File: src/rtl/iq_fir_scheduler_if.sv
// I/Q sample and filtered-output bundle for iq_fir_scheduler.
// master drives run enable and samples; slave returns the filtered pair and status.
`timescale 1ns/1ps
interface iq_fir_scheduler_if #(
    parameter int DATA_WIDTH = 16
);
    logic                         start;
    logic signed [DATA_WIDTH-1:0] sample_i;
    logic signed [DATA_WIDTH-1:0] sample_q;
    logic signed [DATA_WIDTH-1:0] out_i;
    logic signed [DATA_WIDTH-1:0] out_q;
    logic                         out_valid;
    logic                         busy;
    logic                         overrun;

    modport master (
        output start, sample_i, sample_q,
        input  out_i, out_q, out_valid, busy, overrun
    );

    modport slave (
        input  start, sample_i, sample_q,
        output out_i, out_q, out_valid, busy, overrun
    );
endinterface

File: src/rtl/iq_fir_scheduler.sv
// Shared-MAC 16-tap Hamming low-pass for I then Q, one pair per decimated tick.
// Define FIR_SYMMETRIC_EN to fold symmetric taps with a pre-add (half the MAC cycles).
`timescale 1ns/1ps
module iq_fir_scheduler #(
    parameter int TAPS         = 16,
    parameter int DATA_WIDTH   = 16,
    parameter int SYS_CLK_FREQ = 6400_000,
    parameter int SAMPLE_RATE  = 800
) (
    input  logic              clk,
    input  logic              rst,
    iq_fir_scheduler_if.slave bus
);
    localparam int SAMPLE_DIV = SYS_CLK_FREQ / SAMPLE_RATE;
    localparam int KW         = $clog2(TAPS);
    localparam int AW         = 2 * DATA_WIDTH + 2;
`ifdef FIR_SYMMETRIC_EN
    localparam int MAC_STEPS  = TAPS / 2;
    localparam int OPW        = DATA_WIDTH + 1;
`else
    localparam int MAC_STEPS  = TAPS;
    localparam int OPW        = DATA_WIDTH;
`endif
    localparam int PW         = OPW + DATA_WIDTH;
    localparam logic [KW-1:0] K_LAST = KW'(MAC_STEPS - 1);

    typedef enum logic [2:0] {IDLE, MAC_I, STORE_I, MAC_Q, STORE_Q} state_t;

    state_t                       state_reg;
    logic [31:0]                  cnt_reg;
    logic [KW-1:0]                k_reg;
    logic signed [AW-1:0]         acc_reg;
    logic signed [AW-1:0]         acc_next;
    logic signed [DATA_WIDTH-1:0] dl_i_reg  [TAPS];
    logic signed [DATA_WIDTH-1:0] dl_q_reg  [TAPS];
    logic signed [DATA_WIDTH-1:0] dl_i_next [TAPS];
    logic signed [DATA_WIDTH-1:0] dl_q_next [TAPS];
    logic signed [DATA_WIDTH-1:0] out_i_reg;
    logic signed [DATA_WIDTH-1:0] out_q_reg;
    logic                         out_valid_reg;
    logic                         busy_reg;
    logic                         overrun_reg;
    logic                         tick;
    logic                         shift_en;
    logic signed [OPW-1:0]        op_sel;
    logic signed [DATA_WIDTH-1:0] coef_sel;
    logic signed [PW-1:0]         prod;

    // Hamming low-pass, mirrored about the centre of the 16-tap window
    function automatic logic signed [DATA_WIDTH-1:0] coef(input logic [KW-1:0] k);
        case (int'(k))
            0, 15:   coef = DATA_WIDTH'(173);
            1, 14:   coef = DATA_WIDTH'(288);
            2, 13:   coef = DATA_WIDTH'(548);
            3, 12:   coef = DATA_WIDTH'(1001);
            4, 11:   coef = DATA_WIDTH'(1691);
            5, 10:   coef = DATA_WIDTH'(2633);
            6, 9:    coef = DATA_WIDTH'(3787);
            7, 8:    coef = DATA_WIDTH'(5053);
            default: coef = '0;
        endcase
    endfunction

    assign tick     = bus.start && (cnt_reg == 32'(SAMPLE_DIV - 1));
    assign shift_en = tick && (state_reg == IDLE);

    always_ff @(posedge clk or negedge rst) begin
        if (!rst)
            cnt_reg <= '0;
        else if (!bus.start || tick)
            cnt_reg <= '0;
        else
            cnt_reg <= cnt_reg + 32'd1;
    end

    for (genvar gi = 0; gi < TAPS; gi++) begin : g_dl
        if (gi == 0) begin : g_head
            assign dl_i_next[gi] = bus.sample_i;
            assign dl_q_next[gi] = bus.sample_q;
        end else begin : g_tail
            assign dl_i_next[gi] = dl_i_reg[gi-1];
            assign dl_q_next[gi] = dl_q_reg[gi-1];
        end
    end

    // Ticks that land mid-computation leave the delay lines alone
    always_ff @(posedge clk or negedge rst) begin
        if (!rst) begin
            dl_i_reg <= '{default: '0};
            dl_q_reg <= '{default: '0};
        end else if (shift_en) begin
            dl_i_reg <= dl_i_next;
            dl_q_reg <= dl_q_next;
        end
    end

`ifdef FIR_SYMMETRIC_EN
    logic [KW-1:0] k_mirror;
    assign k_mirror = KW'(TAPS - 1) - k_reg;

    always_comb begin
        op_sel = '0;
        if (state_reg == MAC_Q)
            op_sel = {dl_q_reg[k_reg][DATA_WIDTH-1], dl_q_reg[k_reg]}
                   + {dl_q_reg[k_mirror][DATA_WIDTH-1], dl_q_reg[k_mirror]};
        else
            op_sel = {dl_i_reg[k_reg][DATA_WIDTH-1], dl_i_reg[k_reg]}
                   + {dl_i_reg[k_mirror][DATA_WIDTH-1], dl_i_reg[k_mirror]};
    end
`else
    always_comb begin
        op_sel = '0;
        if (state_reg == MAC_Q)
            op_sel = dl_q_reg[k_reg];
        else
            op_sel = dl_i_reg[k_reg];
    end
`endif

    assign coef_sel = coef(k_reg);
    assign prod     = PW'(op_sel) * PW'(coef_sel);
    assign acc_next = acc_reg + AW'(prod);

    always_ff @(posedge clk or negedge rst) begin
        if (!rst) begin
            state_reg     <= IDLE;
            k_reg         <= '0;
            acc_reg       <= '0;
            out_i_reg     <= '0;
            out_q_reg     <= '0;
            out_valid_reg <= 1'b0;
            busy_reg      <= 1'b0;
            overrun_reg   <= 1'b0;
        end else begin
            out_valid_reg <= 1'b0;
            if (tick && state_reg != IDLE)
                overrun_reg <= 1'b1;
            case (state_reg)
                IDLE: begin
                    if (tick) begin
                        acc_reg   <= '0;
                        k_reg     <= '0;
                        busy_reg  <= 1'b1;
                        state_reg <= MAC_I;
                    end
                end
                MAC_I: begin
                    acc_reg <= acc_next;
                    k_reg   <= k_reg + KW'(1);
                    if (k_reg == K_LAST)
                        state_reg <= STORE_I;
                end
                STORE_I: begin
                    out_i_reg <= acc_reg[2*DATA_WIDTH:DATA_WIDTH+1];
                    acc_reg   <= '0;
                    k_reg     <= '0;
                    state_reg <= MAC_Q;
                end
                MAC_Q: begin
                    acc_reg <= acc_next;
                    k_reg   <= k_reg + KW'(1);
                    if (k_reg == K_LAST)
                        state_reg <= STORE_Q;
                end
                STORE_Q: begin
                    out_q_reg     <= acc_reg[2*DATA_WIDTH:DATA_WIDTH+1];
                    out_valid_reg <= 1'b1;
                    busy_reg      <= 1'b0;
                    state_reg     <= IDLE;
                end
                default: state_reg <= IDLE;
            endcase
        end
    end

    assign bus.out_i     = out_i_reg;
    assign bus.out_q     = out_q_reg;
    assign bus.out_valid = out_valid_reg;
    assign bus.busy      = busy_reg;
    assign bus.overrun   = overrun_reg;
endmodule

File: src/flat_wrapper.sv
// flat-port wrapper written by rule: the top's interface ports become plain ports
module iq_fir_scheduler_flat 
#(
    parameter int TAPS         = 16,
    parameter int DATA_WIDTH   = 16,
    parameter int SYS_CLK_FREQ = 6400_000,
    parameter int SAMPLE_RATE  = 800
)
  (clk, rst, bus_start, bus_sample_i, bus_sample_q, bus_out_i, bus_out_q, bus_out_valid, bus_busy, bus_overrun);
  iq_fir_scheduler_if #(.DATA_WIDTH(DATA_WIDTH)) bus_i ();
  input  logic clk;
  input  logic rst;
  input wire logic [$bits(bus_i.start)-1:0] bus_start;
  input wire logic [$bits(bus_i.sample_i)-1:0] bus_sample_i;
  input wire logic [$bits(bus_i.sample_q)-1:0] bus_sample_q;
  output wire logic [$bits(bus_i.out_i)-1:0] bus_out_i;
  output wire logic [$bits(bus_i.out_q)-1:0] bus_out_q;
  output wire logic [$bits(bus_i.out_valid)-1:0] bus_out_valid;
  output wire logic [$bits(bus_i.busy)-1:0] bus_busy;
  output wire logic [$bits(bus_i.overrun)-1:0] bus_overrun;
  assign bus_i.start = bus_start;
  assign bus_i.sample_i = bus_sample_i;
  assign bus_i.sample_q = bus_sample_q;
  assign bus_out_i = bus_i.out_i;
  assign bus_out_q = bus_i.out_q;
  assign bus_out_valid = bus_i.out_valid;
  assign bus_busy = bus_i.busy;
  assign bus_overrun = bus_i.overrun;
  iq_fir_scheduler #(.TAPS(TAPS), .DATA_WIDTH(DATA_WIDTH), .SYS_CLK_FREQ(SYS_CLK_FREQ), .SAMPLE_RATE(SAMPLE_RATE)) u_core (.clk(clk), .rst(rst), .bus(bus_i));
endmodule
File: config.mk
export PLATFORM = sky130hd
export DESIGN_NAME = iq_fir_scheduler_flat
export DESIGN_NICKNAME = d
export VERILOG_FILES = /design/src/rtl/iq_fir_scheduler_if.sv /design/src/rtl/iq_fir_scheduler.sv /design/src/flat_wrapper.sv
export SDC_FILE = /design/constraint.sdc
export NUM_CORES = 2
export LEC_CHECK = 0
export CAP_MARGIN = 20
export CORE_MARGIN = 8
export CORE_UTILIZATION = 65
export DETAILED_ROUTE_END_ITERATION = 7
export PLACE_DENSITY = 0.79
export SLEW_MARGIN = 15
export SYNTH_ARGS = -nofsm -noshare
export SYNTH_HDL_FRONTEND = slang
export SYNTH_SLANG_ARGS = --single-unit
File: constraint.sdc
create_clock -name clk -period 23 [get_ports clk]
set_input_delay 4.6 -clock clk [delete_from_list [all_inputs] [get_ports clk]]
set_output_delay 4.6 -clock clk [all_outputs]
set_load 0.02 [all_outputs]
== Yosys cells after proc, flatten, opt, wreduce, memory -nomap -nowiden ==
Memories as Yosys holds them, arrays and structs flattened.
Cells that the tools add are included.

* Memory bits (read-only): 208
* Logic and storage cells: 89
* Output and inout port bits: 35
* Memories kept: 1
* Input bits: 35
* Flip-flop bits (word level): 620
* Bits in latches: 0
* Memory bits (writable): 0

{| class="wikitable"
|+ Memory list
! memory !! depth !! bits a word !! rd ports !! clocked after Yosys merged registers in !! write ports !! line !! RTL
|-
| (no name shown) || 16 || 13 || 1 || 0 || 0 || iq_fir_scheduler.sv:51 || <nowiki>case (int'(k))</nowiki>
|}

* Multipliers: 1
* Equal/unequal tests: 9
* Reductions and logical operators: 13
* Shift-type cells: 0
* Bitwise logic cells: 1
* Multiplexer cells: 19
* $lt $le $gt $ge: 1
* $add $sub $neg: 3
* Divide/modulo/power cells: 0

{| class="wikitable"
|+ Operators with widths
! operator !! number
|-
| 16-bit binary-select mux with 4-bit select || 2
|-
| 34-bit one-hot mux with 3 select lines || 1
|-
| 16-bit 2-to-1 mux || 5
|-
| 34-bit by 32-bit adder with 34-bit output || 1
|-
| 34-bit 2-to-1 mux || 1
|-
| 32-bit by 1-bit adder with 32-bit output, second input constant || 1
|-
| 32-bit by 13-bit == test with 1-bit output, second input constant || 1
|-
| 16-bit by 16-bit multiplier with 32-bit output || 1
|-
| 32-bit 2-to-1 mux || 1
|-
| 3-bit one-hot mux with 4 select lines || 1
|-
| 4-bit one-hot mux with 3 select lines || 1
|-
| 3-bit 2-to-1 mux || 3
|-
| 3-bit by 2-bit == test with 1-bit output, second input constant || 2
|-
| 3-bit nonzero test || 2
|-
| 5-bit >= comparator, second input constant || 1
|-
| 4-bit NOT with 5-bit output || 1
|-
| 4-bit by 1-bit adder with 4-bit output, second input constant || 1
|-
| 4-bit == test, second input constant || 1
|-
| 4-bit 2-to-1 mux || 1
|-
| 2-bit by 1-bit inequality test with 1-bit output, second input constant || 2
|-
| 2-bit AND reduction || 2
|-
| 3-bit by 1-bit == test with 1-bit output, second input constant || 1
|-
| 3-bit == test, second input constant || 1
|-
| 1-bit logical AND || 3
|-
| other kinds (9) || 10
|}

== Logic depth before layout (Yosys ltp) ==
* Word-level depth: 8
* Mapped depth: 34
* Depth with buffers taken out: 29

== Worst setup path before layout ==
Ideal clock, no wire load.

* Path type: reg2reg
* Start point: register u_core.k_reg[0]
* End point: register u_core.acc_reg[28]
* Library setup time: 0.122 ns
* Required time: 22.878 ns
* Period minus slack after synthesis: 7.857 ns
* Buffers on the path: 5
* Cell stages (with the launch flop): 28
* Setup slack: 15.143 ns
* Arrival time: 7.735 ns
* Cell sequence: dfrtp_1 > buf_6 > buf_12 > buf_12 > buf_12 > mux4_4 > mux2i_1 > a221oi_1 > buf_2 > and2b_1 > fa_1 > inv_1 > fa_1 > fa_1 > inv_1 > fa_1 > fa_1 > inv_1 > fa_1 > inv_1 > ha_1 > nand2_1 > or4_1 > a31oi_1 > nand2_1 > a21boi_0 > o21ai_0 > a32o_1

* Longest elaborated chain between the ends: 8
* Elaborated cells on any way between the ends: 12
* Classes of those cells: 1 x add/sub; 1 x mul; 8 x mux; 1 x bitwise; 1 x memory

{| class="wikitable"
|+ Ends and longest elaborated chain
! what !! line !! RTL
|-
| start, declared || iq_fir_scheduler.sv:31 || <nowiki>logic [KW-1:0] k_reg;</nowiki>
|-
| start signal, assigned || iq_fir_scheduler.sv:149 || <nowiki>k_reg <= k_reg + KW'(1);</nowiki>
|-
| start signal, assigned || iq_fir_scheduler.sv:161 || <nowiki>k_reg <= k_reg + KW'(1);</nowiki>
|-
| 4-bit NOT with 5-bit output (implied by the code) || iq_fir_scheduler.sv:114, iq_fir_scheduler.sv:116 ||
|-
| 16-bit binary-select mux with 4-bit select, on equally long branches || iq_fir_scheduler.sv:116, iq_fir_scheduler.sv:114 ||
|-
| 16-bit 2-to-1 mux, on equally long branches (2 in series) || iq_fir_scheduler.sv:116, iq_fir_scheduler.sv:114 ||
|-
| 16-bit 2-to-1 mux || iq_fir_scheduler.sv:113 || <nowiki>if (state_reg == MAC_Q)</nowiki>
|-
| 16-bit by 16-bit multiplier with 32-bit output * || iq_fir_scheduler.sv:121 || <nowiki>assign prod = PW'(op_sel) * PW'(coef_sel);</nowiki>
|-
| 34-bit by 32-bit adder with 34-bit output * || iq_fir_scheduler.sv:122 || <nowiki>assign acc_next = acc_reg + AW'(prod);</nowiki>
|-
| 34-bit one-hot mux with 3 select lines * || iq_fir_scheduler.sv:138 || <nowiki>case (state_reg)</nowiki>
|-
| end signal, assigned || iq_fir_scheduler.sv:148 || <nowiki>acc_reg <= acc_next;</nowiki>
|-
| end signal, assigned || iq_fir_scheduler.sv:160 || <nowiki>acc_reg <= acc_next;</nowiki>
|-
| end, declared || iq_fir_scheduler.sv:32 || <nowiki>logic signed [AW-1:0] acc_reg;</nowiki>
|}

Mark *: on every way between the ends. The rest lies on a longest branch, timed or not. The select of a mux whose other input is x is not followed.
A chain may end at the register's enable or synchronous reset.

== Worst setup path in the final report ==
* Start point: register u_core.k_reg[1]
* End point: register u_core.acc_reg[29]

The elaborated chain is that of the path after synthesis.

==> run metrics <==
crit end category=flip-flop; mux cell area share after synthesis=26.0%; hold_buf cts=0; status=finished, final reports clean; Simple-Gate Fraction of Synth Area=under 10%; Area Overhead vs Synth=8.09%; initial antenna violation count=0; Slew Viols, Final=0; largest net degree at the start of global routing=around 210; total CTS buffers=67; overflow left after global routing=0; Max Clock Skew=about 0.026 ns; Fill cells=3748; WL final=between 70 and 80 mm; Most used DFF post-synth=dfrtp_1; final core occ=between 70% and 80%; die area=65300 µm²; Tmin final=9.70 ns; final hold violations=0; Max-Slew Margin vs Limit=9.58%; post-synth top area cell=dfrtp_1; GPL Wtd Cong=~0.92; vias in the first global route=between 20000 and 25000; Synth top area share=between 40% and 50%; Hold WS=~0.48 ns; starting density of the core=66.0%; Synth Area in XOR/XNOR=around 1.5%; Sink Count=between 600 and 700; H-tree Lvls=3; clock root buffer master=clkbuf_16; Synth Area in Adders=16.3%; endpoints failing setup=0; CP startpoint kind=flip-flop; Post-Syn Nets=between 3000 and 4000; FFs w/ async S/R, synth=between 90% and 100%; Fmax=just over 0.1 GHz; Ys Warns=0; sequential share of the synthesized area=approximately two fifths; antenna viol nets, final=0; mapped cell area=roughly 37000 µm²; Avg Synthesized Cell Area=between 10 and 15 µm²; required time of the critical path=~24 ns; max_cap viols=0; post-detail-place hpwl=around 52 mm; 1st-pass router iterations=5; ant diodes=0; DIE WIDTH=between 200 and 300 µm; Synth Area in Compound Gates=around 3.2%; Slew @ Worst Pin=1.36 ns; initial DRC count=1522; worst-skew pair later-pin latency=0.61 ns; post-route clock period utilization=a little over two fifths; die height=around 260 µm; core footprint=56500 µm²; largest family of logic cells by synthesized area=multiplexers; post-route DRC violation count=0; I/O pin cnt=70; Total GRT Usage=roughly a quarter; clk slew on worst S/H paths=around 0.060 ns; Gates resized, CTS repair=0; via count=between 20000 and 25000; crit-path max FO=slightly above 60; CP arrival=10.22 ns; setup bufs post-CTS=0; Yosys reg bits=approximately 620; crit path kind=flip-flop to flip-flop; Mapped Cells=2811; first-pass GRT wire length=between 100 and 150 mm; leakage dissipation=~20 nW; floorplan row count=87; maximum VDD drop=0.0581 mV; Post-synth EDFFs=0; drt wl/cell=between 20 and 25 µm; vias per inst=just under 6; hold crit path type=flip-flop to flip-flop; CTS tree=yes; Sum Neg Setup Slack=0 ns; clock tree buffer depth=3; post-synth cell types=~70; main area contributors after synthesis=dfrtp_1, mux2_2, fa_1; RSZ-0062 raised after global routing=no; fraction of layout cells with a size suffix above 1=29.0%; I/O Buffers=a little under 70; Post-layout nets=about 3200; PD cells=around 54 nW/µm²
## cells in the mapped netlist (6+ instances only)
library cell,count
ha_1,92
mux4_2,115
buf_2,24
nand3_1,18
a21o_1,19
xnor2_1,26
and3_1,8
o211ai_1,8
and2_1,15
nand2b_1,35
buf_1,9
mux2i_1,34
o21a_1,6
a21oi_1,34
o22ai_1,13
a211oi_1,6
mux4_1,14
buf_4,13
o21ai_0,49
inv_1,336
nor2_1,150
buf_6,57
nor4_1,7
a22o_1,7
or2_2,17
clkbuf_1,37
mux2_2,549
nand4_1,10
fa_1,246
dfrtp_1,619
xor2_1,37
a221oi_1,6
nor2b_1,13
nand2_1,110
## final timing paths
| path | start | endpoint | slack, ns | cells after the start |
|---|---|---|---|---|
| worst min-delay path | u_core.cnt_reg[0] | u_core.cnt_reg[0] | 0.48 | 1 |
| worst min register to register | u_core.cnt_reg[0] | u_core.cnt_reg[0] | 0.48 | 1 |
| worst max-delay path | u_core.k_reg[1] | u_core.acc_reg[29] | 13.30 | 23 |
| max in group asynchronous | rst | u_core.dl_q_next[84] | 16.02 | 5 |
| worst max register to register | u_core.k_reg[1] | u_core.acc_reg[29] | 13.30 | 23 |
| min in group asynchronous | rst | u_core.cnt_reg[27] | 4.03 | 1 |
## power breakdown
part / switching (mW) / internal, mW
clock network: 0.442 / 0.606
registers: 0.000358 / 1.09
logic: 0.0230 / 0.00705
## layout by cell type (no fill, tap or decap), types with 10 or more instances in the layout
cell type        netlist  layout
mux2_2               549     549
buf_4                 13      27
xor2_1                37      37
xnor2_1               26      26
nand2b_1              35      35
mux4_1                14      14
clkbuf_1              37      14
clkbuf_16              0      69
nor2_1               150     150
mux4_2               115     115
fa_1                 246     246
nand3_1               18      17
nor2b_1               13      13
o21ai_0               49      47
nand2_1              110     110
inv_1                336     336
or2_2                 17      17
o22ai_1               13      13
clkinv_2               0      16
mux2i_1               34      34
and2_1                15      15
ha_1                  92      92
nand4_1               10      10
a21oi_1               34      33
clkdlybuf4s50_1        0      68
dfrtp_1              619     615
a21o_1                19      19
## worst max-delay path, stage by stage (launching register included)
cell and delay [ns]:
dfrtp_4 1.02, buf_4 0.84, mux4_1 0.41, mux4_2 0.56
o21ai_1 0.73, nor2_1 0.25, fa_1 0.57, inv_1 0.05
fa_1 0.44, fa_1 0.55, inv_1 0.06, fa_1 0.48
fa_1 0.50, inv_1 0.05, fa_1 0.47, inv_1 0.04
ha_1 0.42, o211ai_1 0.15, o31ai_1 0.63, a21oi_1 0.23
o31ai_1 0.53, a21oi_1 0.16, xor2_1 0.16, o21ai_0 0.16
## logic make-up (layout without fill, tap and decap cells)
family          after synthesis  count (layout)
simple gates                404             404
mux                         721             721
buf+inv                     482             556
flops                       619             619
fa+ha+maj                   338             338
xor+xnor                     63              63
compound gates              184             184
## per-layer routing
layer	vias to the layer above	track usage (%)	wire (µm)
met5	-	0	0
met4	0	8.09	2450
met3	161	4.08	3820
met2	552	39.9	38100
met1	11420	31.8	31600
li1	9603	-	-
## metrics by stage
stage	std cells	power (mW)	setup WS (ns)	area, µm²
6_report	3641	2.17	13.30	40300
5_1_grt	3641	2.24	12.89	40300
4_1_cts	3638	2.19	13.42	40200
3_5_place_dp	3521	1.14	13.41	38100
3_3_place_gp	3521	1.14	13.61	38100
2_1_floorplan	2811	1.11	15.14	37300
## layout make-up
cell class | instances | area [µm²] | area share [%]
Clock inverter | 25 | 228 | 0.565
Clock buffer | 92 | 1900 | 4.72
Tap cell | 756 | 946 | 2.35
Sequential cell | 619 | 15500 | 38.5
Inverter | 337 | 1260 | 3.14
Timing Repair Buffer | 102 | 1030 | 2.55
Multi-Input combinational cell | 1710 | 19400 | 48.2
Power figures use the tool's default switching activity.
